==> src/rtl/cla_pipe_adder.sv <==
// Two-stage pipelined carry-lookahead adder/subtractor.
// Stage 1 registers per-bit propagate/generate, the carry-in and the operand
// sign bits. Stage 2 resolves carries through a chain of 2-bit lookahead
// groups and registers the sum and flags. Valid/ready on both sides, one
// operation per cycle when the consumer is ready.

// 2-bit propagate/generate carry unit: produces the carries into bit 1 and
// out of bit 1 of a group from the group's p/g pair and its carry-in.
module cla_pg2 (
    input  logic [1:0] p,
    input  logic [1:0] g,
    input  logic       ci,
    output logic       c1,
    output logic       c2
);

    // Two-level lookahead for both carries of the group.
    always_comb begin
        c1 = g[0] | (p[0] & ci);
        c2 = g[1] | (p[1] & g[0]) | (p[1] & p[0] & ci);
    end

endmodule

module cla_pipe_adder #(
    parameter int unsigned WIDTH = 32
) (
    input  logic             clk,
    input  logic             rst_n,
    input  logic             in_valid,
    output logic             in_ready,
    input  logic [WIDTH-1:0] a,
    input  logic [WIDTH-1:0] b,
    input  logic             sub,
    input  logic             cin,
    output logic             out_valid,
    input  logic             out_ready,
    output logic [WIDTH-1:0] sum,
    output logic             cout,
    output logic             ovf,
    output logic             zero
);

    localparam int unsigned NGRP = WIDTH / 2;

    // Pipeline control
    logic adv1;
    logic adv2;
    logic accept;

    // Stage 1 registers
    logic             s1_valid_q, s1_valid_d;
    logic [WIDTH-1:0] p_q, p_d;
    logic [WIDTH-1:0] g_q, g_d;
    logic             c0_q, c0_d;
    logic             sa_q, sa_d;
    logic             sb_q, sb_d;

    // Stage 2 (result) registers
    logic             out_valid_q, out_valid_d;
    logic [WIDTH-1:0] sum_q, sum_d;
    logic             cout_q, cout_d;
    logic             ovf_q, ovf_d;
    logic             zero_q, zero_d;

    // Operand conditioning
    logic [WIDTH-1:0] bb;
    logic             c0_in;

    // Carry chain: carry[i] is the carry into bit i, carry[WIDTH] the carry out
    logic [WIDTH:0]   carry;
    logic [WIDTH-1:0] sum_c;

    // Handshake: a stage advances when its downstream slot is empty or draining
    always_comb begin
        adv2     = !out_valid_q || out_ready;
        adv1     = !s1_valid_q || adv2;
        accept   = in_valid && adv1;
        in_ready = adv1;
    end

    // Invert B and force the carry-in for subtraction
    always_comb begin
        bb    = sub ? ~b : b;
        c0_in = sub ? 1'b1 : cin;
    end

    // Stage 1 next state: load p/g on accept, hold while stalled
    always_comb begin
        s1_valid_d = s1_valid_q;
        p_d        = p_q;
        g_d        = g_q;
        c0_d       = c0_q;
        sa_d       = sa_q;
        sb_d       = sb_q;
        if (adv1) begin
            s1_valid_d = accept;
            if (accept) begin
                p_d  = a ^ bb;
                g_d  = a & bb;
                c0_d = c0_in;
                sa_d = a[WIDTH-1];
                sb_d = bb[WIDTH-1];
            end
        end
    end

    // Stage 1 registers
    always_ff @(posedge clk or negedge rst_n) begin
        if (!rst_n) begin
            s1_valid_q <= 1'b0;
            p_q        <= '0;
            g_q        <= '0;
            c0_q       <= 1'b0;
            sa_q       <= 1'b0;
            sb_q       <= 1'b0;
        end else begin
            s1_valid_q <= s1_valid_d;
            p_q        <= p_d;
            g_q        <= g_d;
            c0_q       <= c0_d;
            sa_q       <= sa_d;
            sb_q       <= sb_d;
        end
    end

    assign carry[0] = c0_q;

    // Lookahead groups rippling group-to-group
    for (genvar k = 0; k < NGRP; k++) begin : g_grp
        cla_pg2 u_pg2 (
            .p  (p_q[2*k+1:2*k]),
            .g  (g_q[2*k+1:2*k]),
            .ci (carry[2*k]),
            .c1 (carry[2*k+1]),
            .c2 (carry[2*k+2])
        );
    end

    // Stage 2 next state: sum and flags load only when a valid beat moves up
    always_comb begin
        sum_c       = p_q ^ carry[WIDTH-1:0];
        out_valid_d = out_valid_q;
        sum_d       = sum_q;
        cout_d      = cout_q;
        ovf_d       = ovf_q;
        zero_d      = zero_q;
        if (adv2) begin
            out_valid_d = s1_valid_q;
            if (s1_valid_q) begin
                sum_d  = sum_c;
                cout_d = carry[WIDTH];
                // Equivalent to carry[WIDTH] ^ carry[WIDTH-1]: operands of equal
                // sign whose sum sign differs.
                ovf_d  = (sa_q ~^ sb_q) & (sum_c[WIDTH-1] ^ sa_q);
                zero_d = ~|sum_c;
            end
        end
    end

    // Stage 2 registers
    always_ff @(posedge clk or negedge rst_n) begin
        if (!rst_n) begin
            out_valid_q <= 1'b0;
            sum_q       <= '0;
            cout_q      <= 1'b0;
            ovf_q       <= 1'b0;
            zero_q      <= 1'b0;
        end else begin
            out_valid_q <= out_valid_d;
            sum_q       <= sum_d;
            cout_q      <= cout_d;
            ovf_q       <= ovf_d;
            zero_q      <= zero_d;
        end
    end

    assign out_valid = out_valid_q;
    assign sum       = sum_q;
    assign cout      = cout_q;
    assign ovf       = ovf_q;
    assign zero      = zero_q;

endmodule

==> config.mk <==
export PLATFORM = sky130hd
export DESIGN_NAME = cla_pipe_adder
export DESIGN_NICKNAME = d
export VERILOG_FILES = /design/src/rtl/cla_pipe_adder.sv
export SDC_FILE = /design/constraint.sdc
export NUM_CORES = 1
export LEC_CHECK = 0
export ABC_AREA = 1
export CAP_MARGIN = 20
export CORE_UTILIZATION = 47
export DETAILED_ROUTE_END_ITERATION = 10
export HOLD_SLACK_MARGIN = 0.1
export PLACE_DENSITY = 0.74
export SLEW_MARGIN = 25
export SYNTH_ARGS = -nofsm -noshare
export SYNTH_HDL_FRONTEND = slang
export SYNTH_SLANG_ARGS = --single-unit
==> constraint.sdc <==
create_clock -name clk -period 2.8 [get_ports clk]
set_input_delay 0.28 -clock clk [delete_from_list [all_inputs] [get_ports clk]]
set_output_delay 0.28 -clock clk [all_outputs]
set_load 0.005 [all_outputs]
After elaboration in Yosys (flattened, before gate mapping)
Cells that the tools add are included.
{ "word_totals": {"wordCells": 141, "latchBits": 0, "mem_bits_rw": 0, "inputBits": 70, "regBits": 104, "n_memories": 0, "out_inout_bits": 37, "mem_bits_ro": 0} }
{ "op_classes": {"shift": 0, "div_mod_pow": 0, "n_lt_le_gt_ge": 0, "eq_ne": 0, "n_mux": 2, "multipliers": 0, "bitwise": 119, "n_reduce_logical": 9, "add_sub_neg": 0} }
{ "ops": {"columns": ["operator", "n"], "rows": [
  ["1-bit AND", 65],
  ["32-bit XOR", 2],
  ["1-bit bitwise OR", 48],
  ["32-bit AND", 1],
  ["32-bit two-way mux", 1],
  ["32-bit NOT", 1],
  ["32-bit OR reduction", 1],
  ["2-bit AND reduction", 2],
  ["1-bit zero test", 3],
  ["1-bit logical OR", 2],
  ["1-bit logical AND", 1],
  ["1-bit two-way mux", 1],
  ["1-bit bitwise XNOR", 1],
  ["1-bit XOR", 1]
]} }

Logic depth before layout (Yosys ltp)
Gate-level depths: netlist of run 1.
{ "logic_depth": {"ltp_word": 36, "ltp_mapped": 36, "mapped_depth_nobuf": 36} }

Cells and area by module
From an unflattened synthesis of run 1, not the netlist that was laid out.
{ "hier_totals": {"cells_unflattened": 653, "hier_area_um2": 5451.5} }
{ "modules_own_cells": {"columns": ["module", "cells_each", "seq_area_each_um2", "instances", "area_per_inst_um2"], "rows": [
  ["cla_pipe_adder", 573, 2602.5, 1, 5051.1],
  ["cla_pg2", 5, 0.0, 16, 25.0]
]} }

Worst setup path before layout of run 1
Ideal clock, no wire load.
{ "synth_path": {"path_type": "register to register", "start": "register p_q[1]", "end": "register zero_q, in the netlist zero", "setup_ns": 0.067, "path_stages_with_launch": 37, "path_buffers": 0, "required_time_ns": 2.733, "slack_ns": -0.242, "period_less_slack_ns": 3.042, "arrival_time_ns": 2.975, "cell_sequence": "dfrtp_1 -> nand2_1 -> nand3_2 -> nand2_2 -> nand2_2 -> nand2_2 -> nand2_2 -> nand2_2 -> nand2_2 -> nand2_2 -> nand2_2 -> nand2_2 -> nand2_2 -> nand2_2 -> nand2_2 -> nand2_2 -> nand2_2 -> nand2_2 -> nand2_2 -> nand2_2 -> nand2_2 -> nand2_2 -> nand2_2 -> nand2_2 -> nand2_2 -> nand2_2 -> nand2_2 -> nand2_2 -> nand2_2 -> nand2_2 -> nand2_2 -> ha_1 -> nor2_1 -> xor2_1 -> nand3_1 -> nor3_1 -> a32o_1"} }
{ "synth_between": {"elab_chain_len": 36, "elab_cells_between_ends": 66, "classes_between": "bitwise: 64; reduce/logical: 2"} }
{ "synth_rtl": {"columns": ["item", "line", "source"], "rows": [
  ["start, declared", "53", "logic [WIDTH-1:0] p_q, p_d;"],
  ["start signal, assigned", "119", "p_q <= p_d;"],
  ["1-bit AND", "20", "c2 = g[1] | (p[1] & g[0]) | (p[1] & p[0] & ci);"],
  ["1-bit bitwise OR / 1-bit AND (equally long branches)", "20", null],
  ["1-bit bitwise OR", "20", null],
  ["1-bit AND", "20", null],
  ["1-bit bitwise OR", "20", null],
  ["1-bit AND", "20", null],
  ["1-bit bitwise OR", "20", null],
  ["1-bit AND", "20", null],
  ["[... 20 more ...]", null, null],
  ["1-bit bitwise OR", "20", null],
  ["1-bit AND", "20", null],
  ["1-bit bitwise OR", "20", null],
  ["1-bit AND", "19", "c1 = g[0] | (p[0] & ci);"],
  ["1-bit bitwise OR", "19", null],
  ["32-bit XOR *", "142", "sum_c = p_q ^ carry[WIDTH-1:0];"],
  ["32-bit OR reduction *", "156", "zero_d = ~|sum_c;"],
  ["1-bit zero test *", "156", null],
  ["end signal, assigned", "174", "zero_q <= zero_d;"],
  ["end, declared", "64", "logic zero_q, zero_d;"]
]} }
Every way passes the cells marked *; elsewhere a longest branch is shown, timed or not.
A chain may end at the register's enable or synchronous reset.

Worst setup path in the final report of run 1
{ "layout_path": {"start": "register p_q[1]", "end": "register zero_q, in the netlist zero"} }
{ "layout_between": {"elab_cells_between_ends": 66, "classes_between": "bitwise: 64; reduce/logical: 2"} }
{ "layout_lines": {"columns": ["item", "line", "source"], "rows": [
  ["1-bit AND", "20", null],
  ["1-bit bitwise OR / 1-bit AND (equally long branches)", "20", null],
  ["1-bit bitwise OR *", "20", null],
  ["1-bit AND *", "20", null],
  ["1-bit bitwise OR *", "20", null],
  ["1-bit AND *", "20", null],
  ["1-bit bitwise OR *", "20", null],
  ["1-bit AND *", "20", null],
  ["1-bit bitwise OR *", "20", null],
  ["1-bit AND *", "20", null],
  ["1-bit bitwise OR *", "20", null],
  ["1-bit AND *", "20", null],
  ["1-bit bitwise OR *", "20", null],
  ["32-bit XOR *", "142", null],
  ["named net sum_c[12]", "72", "logic [WIDTH-1:0] sum_c;"],
  ["32-bit OR reduction *", "156", null],
  ["1-bit zero test *", "156", null]
]} }
Mark *: on every way through the listed nets, which the timed path passes. The rest lies on a longest branch.

==> impl_summary.txt, run 1 <==
----------------------------------------------------
[Final layout]
  Area added between synthesis and finish ... 36.28%
  Final net count ... 892
  Layout cells sized above 1 ... 15.04%
  Most common cell after layout, fill and taps aside ... sky130_fd_sc_hd__nand2_1
  Most used cells in the layout excluding fill and tap cells ... sky130_fd_sc_hd__nand2_1 (281), sky130_fd_sc_hd__dfrtp_1 (104), sky130_fd_sc_hd__clkdlybuf4s50_1 (104), sky130_fd_sc_hd__buf_4 (48)
  Final standard cell area without fillers ... 0.007370 mm²
  Cell Count, Final, Fillers Out ... 918
  Antenna Cells ... 0
  Fillcell total ... 934

[Timing]
  Slew margin rel. ... 54.40%
  Layout Skew ... 0.008037 ns
  Maximum frequency from static timing analysis ... 307.6 MHz
  Final count of pins violating max slew ... 0
  Ratio of final minimum period to clock period ... 116.1%
  Post-route worst setup slack ... -0.4515 ns
  Number of setup violations in the final report ... 4
  Hold violation count in the final report ... 0
  Final period demand of the worst path ... 3.251 ns
  Slew of the pin with the lowest slew margin ... 0.6839 ns
  Unrepaired setup endpoints after global routing ... true

[Power]
  Areal power density over the cells ... 732.5 mW/mm²
  VDD IR max ... 408.2 µV
  Leak Pwr ... 3.828 nW

[Critical path]
  Type of origin of the critical path ... register
  CP Capture Type ... register
  Cell repeated most along the worst path ... sky130_fd_sc_hd__nand2_2
  Depth of the worst register-to-register path ... 24
  Largest incremental delay on the critical path ... 0.40 ns
  Path type of the worst setup path ... reg -> reg
  Required time at the endpoint of the critical path ... 3.08 ns
  Signal arrival time at the worst endpoint ... 3.53 ns
  Max FO, Critical Path ... 3
  Crit path cell chain ... nand2_1 -> nand3_2 -> nand2_2 -> nand2_2 -> nand2_2 -> nand2_2 -> nand2_2 -> nand2_2 -> nand2_2 -> nand2_2 -> nand2_2 -> nand2_2 -> buf_4 -> buf_4 -> buf_4 -> buf_4 -> buf_4 -> buf_4 -> ha_1 -> nor4_1 -> buf_4 -> nand4_1 -> nor3b_2 -> a32o_1
  Slowest stage cell on the critical path ... sky130_fd_sc_hd__dfrtp_1

[Yosys]
  Total number of yosys warnings ... 0
  Library cells used by synthesis ... 23
  Post-synthesis average cell area ... 8.570 µm²
  Area share of the largest cell type after synthesis ... 48.13%
  Top cell type by total area after synthesis ... sky130_fd_sc_hd__dfrtp_1
  Nets in the synthesized netlist ... 749
  Cells taking the most area after synthesis ... sky130_fd_sc_hd__dfrtp_1 (48%), sky130_fd_sc_hd__nand2_1 (20%), sky130_fd_sc_hd__ha_1 (11%)
  Netlist Area Pre-Place ... 0.005408 mm²
  Flop and latch count out of synthesis ... 104
  Post-synthesis cell count ... 631
  Sequential area share after synthesis ... 48.13%

[Floorplanning]
  Total die area ... 0.01194 mm²
  Height of the chip ... 109.3 µm
  Effective utilization at floorplan ... 49.02%
  Number of placement rows ... 38
  Chip width ... 109.3 µm
  IO Pins ... 107
  Core Region ... 0.01103 mm²

[Global route]
  Global-route usage over all layers ... 22.90%
  Number of antenna violations at the first check in global routing ... 0
  Number of global-route vias before repair ... 4564
  Layer with the highest usage ... met2
  Largest net degree at the start of global routing ... 67
  Global-route wire length before repair ... 21030 µm
  Grt total ovfl ... 0
  Met1 track demand over resource in global routing ... 30.04%
  Met2 Resource Use GR ... 38.59%
  Met3 capacity usage during global routing ... 2.989%

[Placed design]
  HPWL reported at the end of detailed placement ... 8940 µm
  Number of I/O port buffers ... 106
  Weighted congestion at the end of routability-driven global placement ... 0.8840
  Worst slack at placement ... -0.3591 ns
  Number of placed instances, taps included ... 889
  Standard cell area after detailed placement ... 0.006875 mm²

[Route]
  Starting DRT DRC Count ... 182
  Via density per instance ... 4.932
  DRT antenna net count ... 0
  Sum of routed wire length over all layers ... 12670 µm
  Number of detailed-routing iterations run before antenna repair ... 4
  DRC violations left ... 0
  Average routed wire per standard cell ... 13.80 µm
  Total via count after detailed routing ... 4528

[Clock network]
  Level count of the clock H-tree ... 3
  Clock root buffer ... sky130_fd_sc_hd__clkbuf_16
  CTS tree ... done
  Number of clock sinks seen by CTS ... 104
  Clock Latency Late Sink ... 0.34 ns
  Clock Pin Slew Worst Setup and Hold Paths ... 0.07 ns
  Number of buffers created by CTS ... 9
  Buffers from clock root to sink, at most ... 2

[Flow run]
  Reported max-cap violation count ... 0

[Status]
  Violations in the final reports ... negative setup slack
  Run status ... complete, but fails checks

[Worst hold path]
  Hold crit path type ... reg -> reg
  Hold path depth ... 2

----------------------------------------------------
==> final cells by class <==
type                            count  area, µm²  share of cell area [%]
Clock buffer                       12      236.5                   3.209
Clock inverter                      3      20.02                  0.2716
Tap cell                          140      175.2                   2.377
Inverter                           22      82.58                   1.121
Sequential cell                   104       2603                   35.31
Timing Repair Buffer              157       1476                   20.03
Multi-Input combinational cell    480       2776                   37.67
==> power by group <==
part / switching [W] / total (W) / internal [W]
clock network: 0.000535 / 0.00113 / 0.000598
logic: 0.000922 / 0.00206 / 0.00114
registers: 0.000300 / 0.00220 / 0.00190
==> repair_timing <==
item / in CTS / in global routing
pin swaps: 1 / 10
hold buffers: 1 / 0
gates cloned: 0 / 0
resized for setup: 4 / 21
endpoints found under the setup margin: 4 / 10
setup buffers: 10 / 3
hold endpoints to repair: 44 / 0
==> per-stage QoR <==
step	util (%)	hold WS (ns)	TNS, ns	total power (W)
2_1_floorplan	-	-0.01559	-0.2025	0.003040
3_3_place_gp	62.33	0.3133	-0.5476	0.004074
3_5_place_dp	62.33	0.3257	-0.8362	0.004125
4_1_cts	65.61	0.4841	-1.044	0.005341
5_1_grt	66.81	0.5049	-3.000	0.005778
6_report	66.81	0.4794	-1.086	0.005399
==> layer usage <==
metal  vias up  wire length [µm]
li1       2263                 -
met1      2129              5735
met2       122              6118
met3        14               647
met4         0               167
met5         -                 0
==> cells by family after synthesis <==
kind of cell	after synthesis	synth area share (%)
flops	104	48.13
fa+ha+maj	48	11.11
compound gates	37	3.679
buf+inv	47	3.262
simple gates	347	26.05
xor+xnor	48	7.774
==> synthesized netlist by cell type (all sizes together) <==
master / n
o21ai: 18
buf: 5
nor2: 18
nand4: 3
o21a: 1
xnor2: 4
nor3: 2
a211oi: 1
inv: 21
nand3: 4
ha: 48
clkbuf: 20
a21oi: 16
nor4: 4
xor2: 44
nor3b: 1
nand2: 315
clkinv: 1
a32o: 1
dfrtp: 104
==> worst max-delay path, delay by kind of cell, from the launching register on <==
kind	cells	cell delay, ns
adder cells (fa/ha/maj)	1	0.29
buffers and inverters	7	0.91
flip-flops	1	0.40
AND/OR/NAND/NOR	15	1.42
AO/OA/AOI/OAI	1	0.18
==> final timing paths <==
path                       slack (ns)                start             endpoint
max in group asynchronous        1.60                rst_n  sum[17]$_DFFE_PN0P_
min reg2reg                      0.48  sum[10]$_DFFE_PN0P_  sum[10]$_DFFE_PN0P_
min in group asynchronous        0.49                rst_n   sum[0]$_DFFE_PN0P_
min                              0.48  sum[10]$_DFFE_PN0P_  sum[10]$_DFFE_PN0P_
max reg2reg                     -0.45   p_q[1]$_DFFE_PN0P_     zero$_DFFE_PN0P_
max                             -0.45   p_q[1]$_DFFE_PN0P_     zero$_DFFE_PN0P_
(Power assumes the default switching activity.)
==> run 2: changes to the inputs <==
Settings changed: CAP_MARGIN 20 to 10, CORE_MARGIN from default to 10, SLEW_MARGIN 25 to default.
==> run 2 against run 1 <==
Compared with the run above:
- the flow still finishes with violations (negative setup slack)
- sequential share of layout area down 1.4 points
- combinational power up 13%
- critical endpoint unchanged
- clock power up 14%
==> impl_summary.txt, run 2 (same netlist as run 1, synthesis figures left out) <==
----------------------------------------------------
[Worst hold path]
  Hold crit path type ... reg -> reg
  Startpoint of the tightest hold check path ... sum[28]$_DFFE_PN0P_

[Floorplanning]
  IO Pins ... 107 (unchanged)
  Number of placement rows ... 39 (+2.6%)
  Total die area ... 0.01620 mm² (+36%)
  Height of the chip ... 127.3 µm (+16%)
  Core Region ... 0.01132 mm² (+2.6%)
  Effective utilization at floorplan ... 47.77% (-1.3 points)
  Chip width ... 127.3 µm (+16%)

[Timing]
  Post-route worst setup slack ... -0.5597 ns (-0.1082 ns)
  Final TNS setup ... -2.641 ns (-1.556 ns)
  Hold violation count in the final report ... 0 (unchanged)
  Number of setup violations in the final report ... 10 (+6)
  Slew margin rel. ... 59.47% (+5.1 points)
  Layout Skew ... 0.007218 ns (-0.0008195 ns)
  Ratio of final minimum period to clock period ... 120.0% (+3.9 points)
  Slew of the pin with the lowest slew margin ... 0.6080 ns (-0.07595 ns)
  Unrepaired setup endpoints after global routing ... true
  Final count of pins violating max slew ... 0 (unchanged)
  Final period demand of the worst path ... 3.360 ns (+0.1082 ns)
  Maximum frequency from static timing analysis ... 297.6 MHz (-3.2%)

[Route]
  DRC violations left ... 0 (unchanged)
  DRT met1 WL ... 6048 µm (+5.5%)
  DRT antenna net count ... 0 (unchanged)
  Max layer used ... met4
  Starting DRT DRC Count ... 342 (+88%)
  Number of detailed-routing iterations run before antenna repair ... 4 (unchanged)
  Total via count after detailed routing ... 4715 (+4.1%)
  Average routed wire per standard cell ... 15.84 µm (+15%)
  Via density per instance ... 4.984 (+1.0%)
  DR WL met2 ... 7759 µm (+27%)
  Sum of routed wire length over all layers ... 14990 µm (+18%)
  Total length of routed met3 wires ... 778 µm (+20%)

[Global route]
  Grt total ovfl ... 0 (unchanged)
  Number of antenna violations at the first check in global routing ... 0 (unchanged)
  Global-route usage over all layers ... 18.24% (-4.7 points)
  Global-route wire length before repair ... 24340 µm (+16%)
  Number of global-route vias before repair ... 5086 (+11%)
  Largest net degree at the start of global routing ... 60 (-10%)

[Final layout]
  Core Util, Final ... 67.73% (+0.92 points)
  Area added between synthesis and finish ... 41.79%
  Final net count ... 916 (+2.7%)
  Cell Count, Final, Fillers Out ... 946 (+3.1%)
  Most used cells in the layout excluding fill and tap cells ... sky130_fd_sc_hd__nand2_1 (276), sky130_fd_sc_hd__dfrtp_1 (104), sky130_fd_sc_hd__clkdlybuf4s50_1 (104), sky130_fd_sc_hd__buf_4 (68), sky130_fd_sc_hd__xor2_1 (43)
  Layout cells sized above 1 ... 19.55% (+4.5 points)
  Antenna Cells ... 0 (unchanged)
  Most common cell after layout, fill and taps aside ... sky130_fd_sc_hd__nand2_1

[Critical path]
  Start of the worst register-to-register path ... p_q[1]$_DFFE_PN0P_
  Path type of the worst setup path ... reg -> reg
  CP Capture Type ... register
  Required time at the endpoint of the critical path ... 3.08 ns (about the same)
  Crit. Startpoint ... p_q[1]$_DFFE_PN0P_
  Signal arrival time at the worst endpoint ... 3.64 ns (+0.11 ns)
  Type of origin of the critical path ... register
  Max FO, Critical Path ... 4 (+1)

[Status]
  Violations in the final reports ... negative setup slack
  Run status ... complete, but fails checks

[Placed design]
  Number of I/O port buffers ... 106 (unchanged)
  Weighted congestion at the end of routability-driven global placement ... 0.8590 (-2.8%)
  Number of placed instances, taps included ... 891 (+0.22%)
  Worst slack at placement ... -0.4597 ns (-0.1006 ns)
  HPWL reported at the end of detailed placement ... 10090 µm (+13%)

[Clock network]
  Buffers from clock root to sink, at most ... 2 (unchanged)
  Clock Pin Slew Worst Setup and Hold Paths ... 0.07 ns (about the same)
  Clock Latency Late Sink ... 0.35 ns (about the same)
  Clock root buffer ... sky130_fd_sc_hd__clkbuf_16
  CTS tree ... done
  Number of buffers created by CTS ... 9 (unchanged)
  Number of clock sinks seen by CTS ... 104 (unchanged)
  Level count of the clock H-tree ... 3 (unchanged)

[Power]
  Leak Pwr ... 4.004 nW (+4.6%)
  Areal power density over the cells ... 760.1 mW/mm² (+3.8%)
  Overall power ... 0.005828 W (+8.0%)
  VDD IR max ... 490.3 µV (+20%)

[Flow run]
  Reported max-cap violation count ... 0 (unchanged)

----------------------------------------------------
run 2: final timing paths:
| kind | endpoint | slack, ns | cells past startpoint |
|---|---|---|---|
| worst max register to register | zero$_DFFE_PN0P_ | -0.56 | 22 |
| worst min register to register | sum[28]$_DFFE_PN0P_ | 0.48 | 2 |
| min in group asynchronous | sum[2]$_DFFE_PN0P_ | 0.49 | 2 |
| max in group asynchronous | g_q[21]$_DFFE_PN0P_ | 1.60 | 3 |
| worst max-delay path | zero$_DFFE_PN0P_ | -0.56 | 22 |
| worst min-delay path | sum[28]$_DFFE_PN0P_ | 0.48 | 2 |
run 2: timing repair:
action,CTS,global route
hold buffers,1,0
endpoints found under the setup margin,6,14
pin swaps,5,16
setup buffers,29,12
gates cloned,0,0
hold endpoints to repair,45,0
resized for setup,15,32
run 2: critical path, stage by stage, from the launching register on:
cell                      delay [ns]
sky130_fd_sc_hd__dfrtp_1        0.41
sky130_fd_sc_hd__nand2_1        0.09
sky130_fd_sc_hd__nand3_2        0.09
sky130_fd_sc_hd__nand2_2        0.07
sky130_fd_sc_hd__nand2_2        0.06
sky130_fd_sc_hd__nand2_2        0.06
sky130_fd_sc_hd__nand2_2        0.05
sky130_fd_sc_hd__nand2_2        0.06
sky130_fd_sc_hd__nand2_2        0.06
sky130_fd_sc_hd__buf_4          0.14
sky130_fd_sc_hd__buf_4          0.12
sky130_fd_sc_hd__buf_4          0.12
sky130_fd_sc_hd__buf_4          0.12
sky130_fd_sc_hd__buf_4          0.12
sky130_fd_sc_hd__buf_4          0.12
sky130_fd_sc_hd__buf_4          0.12
sky130_fd_sc_hd__buf_4          0.12
sky130_fd_sc_hd__ha_1           0.28
sky130_fd_sc_hd__nor4_1         0.39
sky130_fd_sc_hd__buf_4          0.18
sky130_fd_sc_hd__nand4_1        0.11
sky130_fd_sc_hd__nor3b_2        0.22
sky130_fd_sc_hd__a32o_2         0.19
run 2: stage by stage:
step	hold WS, ns	area [µm²]
finish	0.4779	7667
detailed placement	0.3288	6872
global placement	0.3211	6872
CTS	0.4893	7480
floorplan	-0.01559	5423
global route	0.5069	7667
run 2: layout make-up:
class	instances	area (µm²)
Timing Repair Buffer	181	1672
Clock buffer	10	239.0
Fill cell	888	3654
Sequential cell	104	2603
Multi-Input combinational cell	480	2824
Tap cell	143	178.9
Inverter	22	82.58
Clock inverter	6	68.82
run 2: power breakdown:
part | leakage [nW] | internal (W) | switching, W
sequential | 1.30 | 0.00190 | 0.000305
clock | 0.149 | 0.000721 | 0.000567
combinational | 2.56 | 0.00129 | 0.00104
run 2: metal layers:
layer  GRT usage, %  vias up
met3          3.391       26
met2          32.34      128
met5              0        -
met4          8.774        0
met1          20.59     2251
li1               -     2310
==> run 3: changes to the inputs <==
Settings changed: SETUP_SLACK_MARGIN from default to 0.02.
==> run 3 against run 2 <==
Compared with the run above:
- flip-flop and latch count unchanged
- clock skew is 0.00072 ns higher
- critical endpoint unchanged
- count of clock-buffer cells in the layout stayed put
- sequential power about the same
- largest cell class unchanged
- non-clock buffer count unchanged
- die area unchanged
- the flow still finishes with violations (negative setup slack)
- critical path type unchanged
==> impl_summary.txt, run 3 (same netlist as run 1, synthesis figures left out) <==
----------------------------------------------------
[Status]
  Run status ... complete, but fails checks
  Violations in the final reports ... negative setup slack

[Timing]
  Final period demand of the worst path ... 3.357 ns (-0.003080 ns)
  Post-route worst setup slack ... -0.5567 ns (+0.003080 ns)
  Number of setup violations in the final report ... 10 (unchanged)
  Hold violation count in the final report ... 0 (unchanged)
  Ratio of final minimum period to clock period ... 119.9% (about the same)
  Layout Skew ... 0.007940 ns (+0.0007217 ns)
  Slew of the pin with the lowest slew margin ... 0.6194 ns (+0.01146 ns)
  Maximum frequency from static timing analysis ... 297.9 MHz (about the same)
  Slew margin rel. ... 58.70% (-0.76 points)
  Unrepaired setup endpoints after global routing ... true
  Final count of pins violating max slew ... 0 (unchanged)

[Global route]
  Met3 capacity usage during global routing ... 3.391% (unchanged)
  Layer with the highest usage ... met2
  Number of antenna violations at the first check in global routing ... 0 (unchanged)
  Met2 Resource Use GR ... 32.34% (unchanged)
  Largest net degree at the start of global routing ... 60 (unchanged)
  Global-route wire length before repair ... 24340 µm (unchanged)
  Number of global-route vias before repair ... 5086 (unchanged)
  Grt total ovfl ... 0 (unchanged)
  Global-route usage over all layers ... 18.24% (unchanged)
  Met1 track demand over resource in global routing ... 20.59% (unchanged)

[Power]
  Areal power density over the cells ... 760.8 mW/mm² (about the same)
  Leak Pwr ... 4.007 nW (about the same)
  VDD IR max ... 490.3 µV (about the same)

[Floorplanning]
  Total die area ... 0.01620 mm² (unchanged)
  Chip width ... 127.3 µm (unchanged)
  Number of placement rows ... 39 (unchanged)
  Core Region ... 0.01132 mm² (unchanged)
  Effective utilization at floorplan ... 47.77% (unchanged)
  Height of the chip ... 127.3 µm (unchanged)
  IO Pins ... 107 (unchanged)

[Final layout]
  Most common cell after layout, fill and taps aside ... sky130_fd_sc_hd__nand2_1
  Antenna Cells ... 0 (unchanged)
  Core Util, Final ... 67.82% (+0.088 points)
  Fillcell total ... 888 (unchanged)
  Layout cells sized above 1 ... 19.80% (+0.25 points)
  Final net count ... 916 (unchanged)
  Area added between synthesis and finish ... 41.97%
  Cell Count, Final, Fillers Out ... 946 (unchanged)
  Area of the multi-input gates ... 0.002834 mm² (+0.35%)
  Most used cells in the layout excluding fill and tap cells ... sky130_fd_sc_hd__nand2_1 (276), sky130_fd_sc_hd__dfrtp_1 (104), sky130_fd_sc_hd__clkdlybuf4s50_1 (104), sky130_fd_sc_hd__buf_4 (68), sky130_fd_sc_hd__xor2_1 (43)
  Footprint of the flip-flops and latches ... 0.002603 mm² (unchanged)

[Route]
  Average routed wire per standard cell ... 15.90 µm (+0.39%)
  Starting DRT DRC Count ... 345 (+0.88%)
  Number of detailed-routing iterations run before antenna repair ... 4 (unchanged)
  Via density per instance ... 4.985 (about the same)
  Total via count after detailed routing ... 4716 (+0.021%)
  DRT antenna net count ... 0 (unchanged)
  Sum of routed wire length over all layers ... 15050 µm (+0.39%)
  DRC violations left ... 0 (unchanged)

[Flow run]
  Reported max-cap violation count ... 0 (unchanged)

[Placed design]
  Number of placed instances, taps included ... 891 (unchanged)
  Weighted congestion at the end of routability-driven global placement ... 0.8590 (unchanged)
  Number of I/O port buffers ... 106 (unchanged)
  HPWL reported at the end of detailed placement ... 10090 µm (unchanged)

[Clock network]
  CTS tree ... done
  Buffers from clock root to sink, at most ... 2 (unchanged)
  Level count of the clock H-tree ... 3 (unchanged)
  Number of buffers created by CTS ... 9 (unchanged)
  Clock Pin Slew Worst Setup and Hold Paths ... 0.07 ns (about the same)
  Number of clock sinks seen by CTS ... 104 (unchanged)
  Clock Latency Late Sink ... 0.35 ns (about the same)
  Clock root buffer ... sky130_fd_sc_hd__clkbuf_16

[Critical path]
  Path type of the worst setup path ... reg -> reg
  Max FO, Critical Path ... 4 (unchanged)
  CP Capture Type ... register
  Signal arrival time at the worst endpoint ... 3.64 ns (about the same)
  Required time at the endpoint of the critical path ... 3.08 ns (about the same)
  Type of origin of the critical path ... register

[Worst hold path]
  Hold crit path type ... in -> async

----------------------------------------------------
run 3: cell types whose count changed in the layout (fill, tap and decap cells not counted):
cell	delta
sky130_fd_sc_hd__nor2_1	-2
sky130_fd_sc_hd__nor2_2	+1
sky130_fd_sc_hd__nor2_4	+1
run 3: final timing paths:
check	start	cells past startpoint	slack (ns)	endpoint
setup / recovery	p_q[1]$_DFFE_PN0P_	20	-0.56	zero$_DFFE_PN0P_
hold / removal	rst_n	2	0.48	sum[2]$_DFFE_PN0P_
setup reg to reg	p_q[1]$_DFFE_PN0P_	20	-0.56	zero$_DFFE_PN0P_
hold reg to reg	sum[28]$_DFFE_PN0P_	2	0.48	sum[28]$_DFFE_PN0P_
max in group asynchronous	rst_n	3	1.60	g_q[21]$_DFFE_PN0P_
min in group clk	sum[28]$_DFFE_PN0P_	2	0.48	sum[28]$_DFFE_PN0P_
run 3: timing repair:
item	in CTS	in global routing
endpoints found under the hold margin	45	0
pin swaps	5	16
endpoints found under the setup margin	6	16
hold buffers	1	0
gates resized for setup	15	35
setup buffers	29	12
gates cloned	0	0
run 3: area by class of cell:
class / instances / area share [%]
Sequential cell: 104 / 33.90
Clock inverter: 6 / 0.8963
Inverter: 22 / 1.076
Clock buffer: 10 / 3.113
Tap cell: 143 / 2.331
Timing Repair Buffer: 181 / 21.77
Multi-Input combinational cell: 480 / 36.91
run 3: stage by stage:
stage	cell area (µm²)	setup WS, ns	total power (W)	hold WS, ns	setup TNS (ns)
after CTS	7480	-0.3878	0.005657	0.4893	-1.104
after global placement	6872	-0.2772	0.004091	0.3211	-0.6367
after detailed placement	6872	-0.4597	0.004152	0.3288	-1.181
after global routing	7677	-0.8347	0.006194	0.5069	-5.629
final	7677	-0.5567	0.005841	0.4780	-2.597
after floorplan	5423	-0.1641	0.003040	-0.01559	-0.2025
run 3: report_power, final:
part | leakage [nW] | switching [W] | total [W] | internal, W
clock network | 0.149 | 0.000572 | 0.00129 | 0.000721
logic | 2.56 | 0.00105 | 0.00234 | 0.00129
registers | 1.30 | 0.000307 | 0.00221 | 0.00190
total | 4.01 | 0.00192 | 0.00584 | 0.00392
run 3: per-layer routing:
layer  routed length, µm  vias up
li1                    -     2308
met2                7754      125
met5                   0        -
met1                6052     2255
met4                 442        0
met3                 795       28
run 3: worst max-delay path: stages (launching register included):
cell	delay (ns)
sky130_fd_sc_hd__dfrtp_1	0.41
sky130_fd_sc_hd__nand2_1	0.09
sky130_fd_sc_hd__nand3_2	0.09
sky130_fd_sc_hd__nand2_2	0.07
sky130_fd_sc_hd__nand2_2	0.06
sky130_fd_sc_hd__buf_4	0.13
sky130_fd_sc_hd__buf_4	0.13
sky130_fd_sc_hd__buf_4	0.13
sky130_fd_sc_hd__buf_4	0.12
sky130_fd_sc_hd__buf_4	0.12
sky130_fd_sc_hd__buf_4	0.12
sky130_fd_sc_hd__buf_4	0.12
sky130_fd_sc_hd__buf_4	0.12
sky130_fd_sc_hd__buf_4	0.12
sky130_fd_sc_hd__buf_4	0.12
sky130_fd_sc_hd__buf_4	0.12
sky130_fd_sc_hd__ha_1	0.32
sky130_fd_sc_hd__nor4_1	0.34
sky130_fd_sc_hd__nand4_1	0.16
sky130_fd_sc_hd__nor3b_2	0.22
sky130_fd_sc_hd__a32o_2	0.19
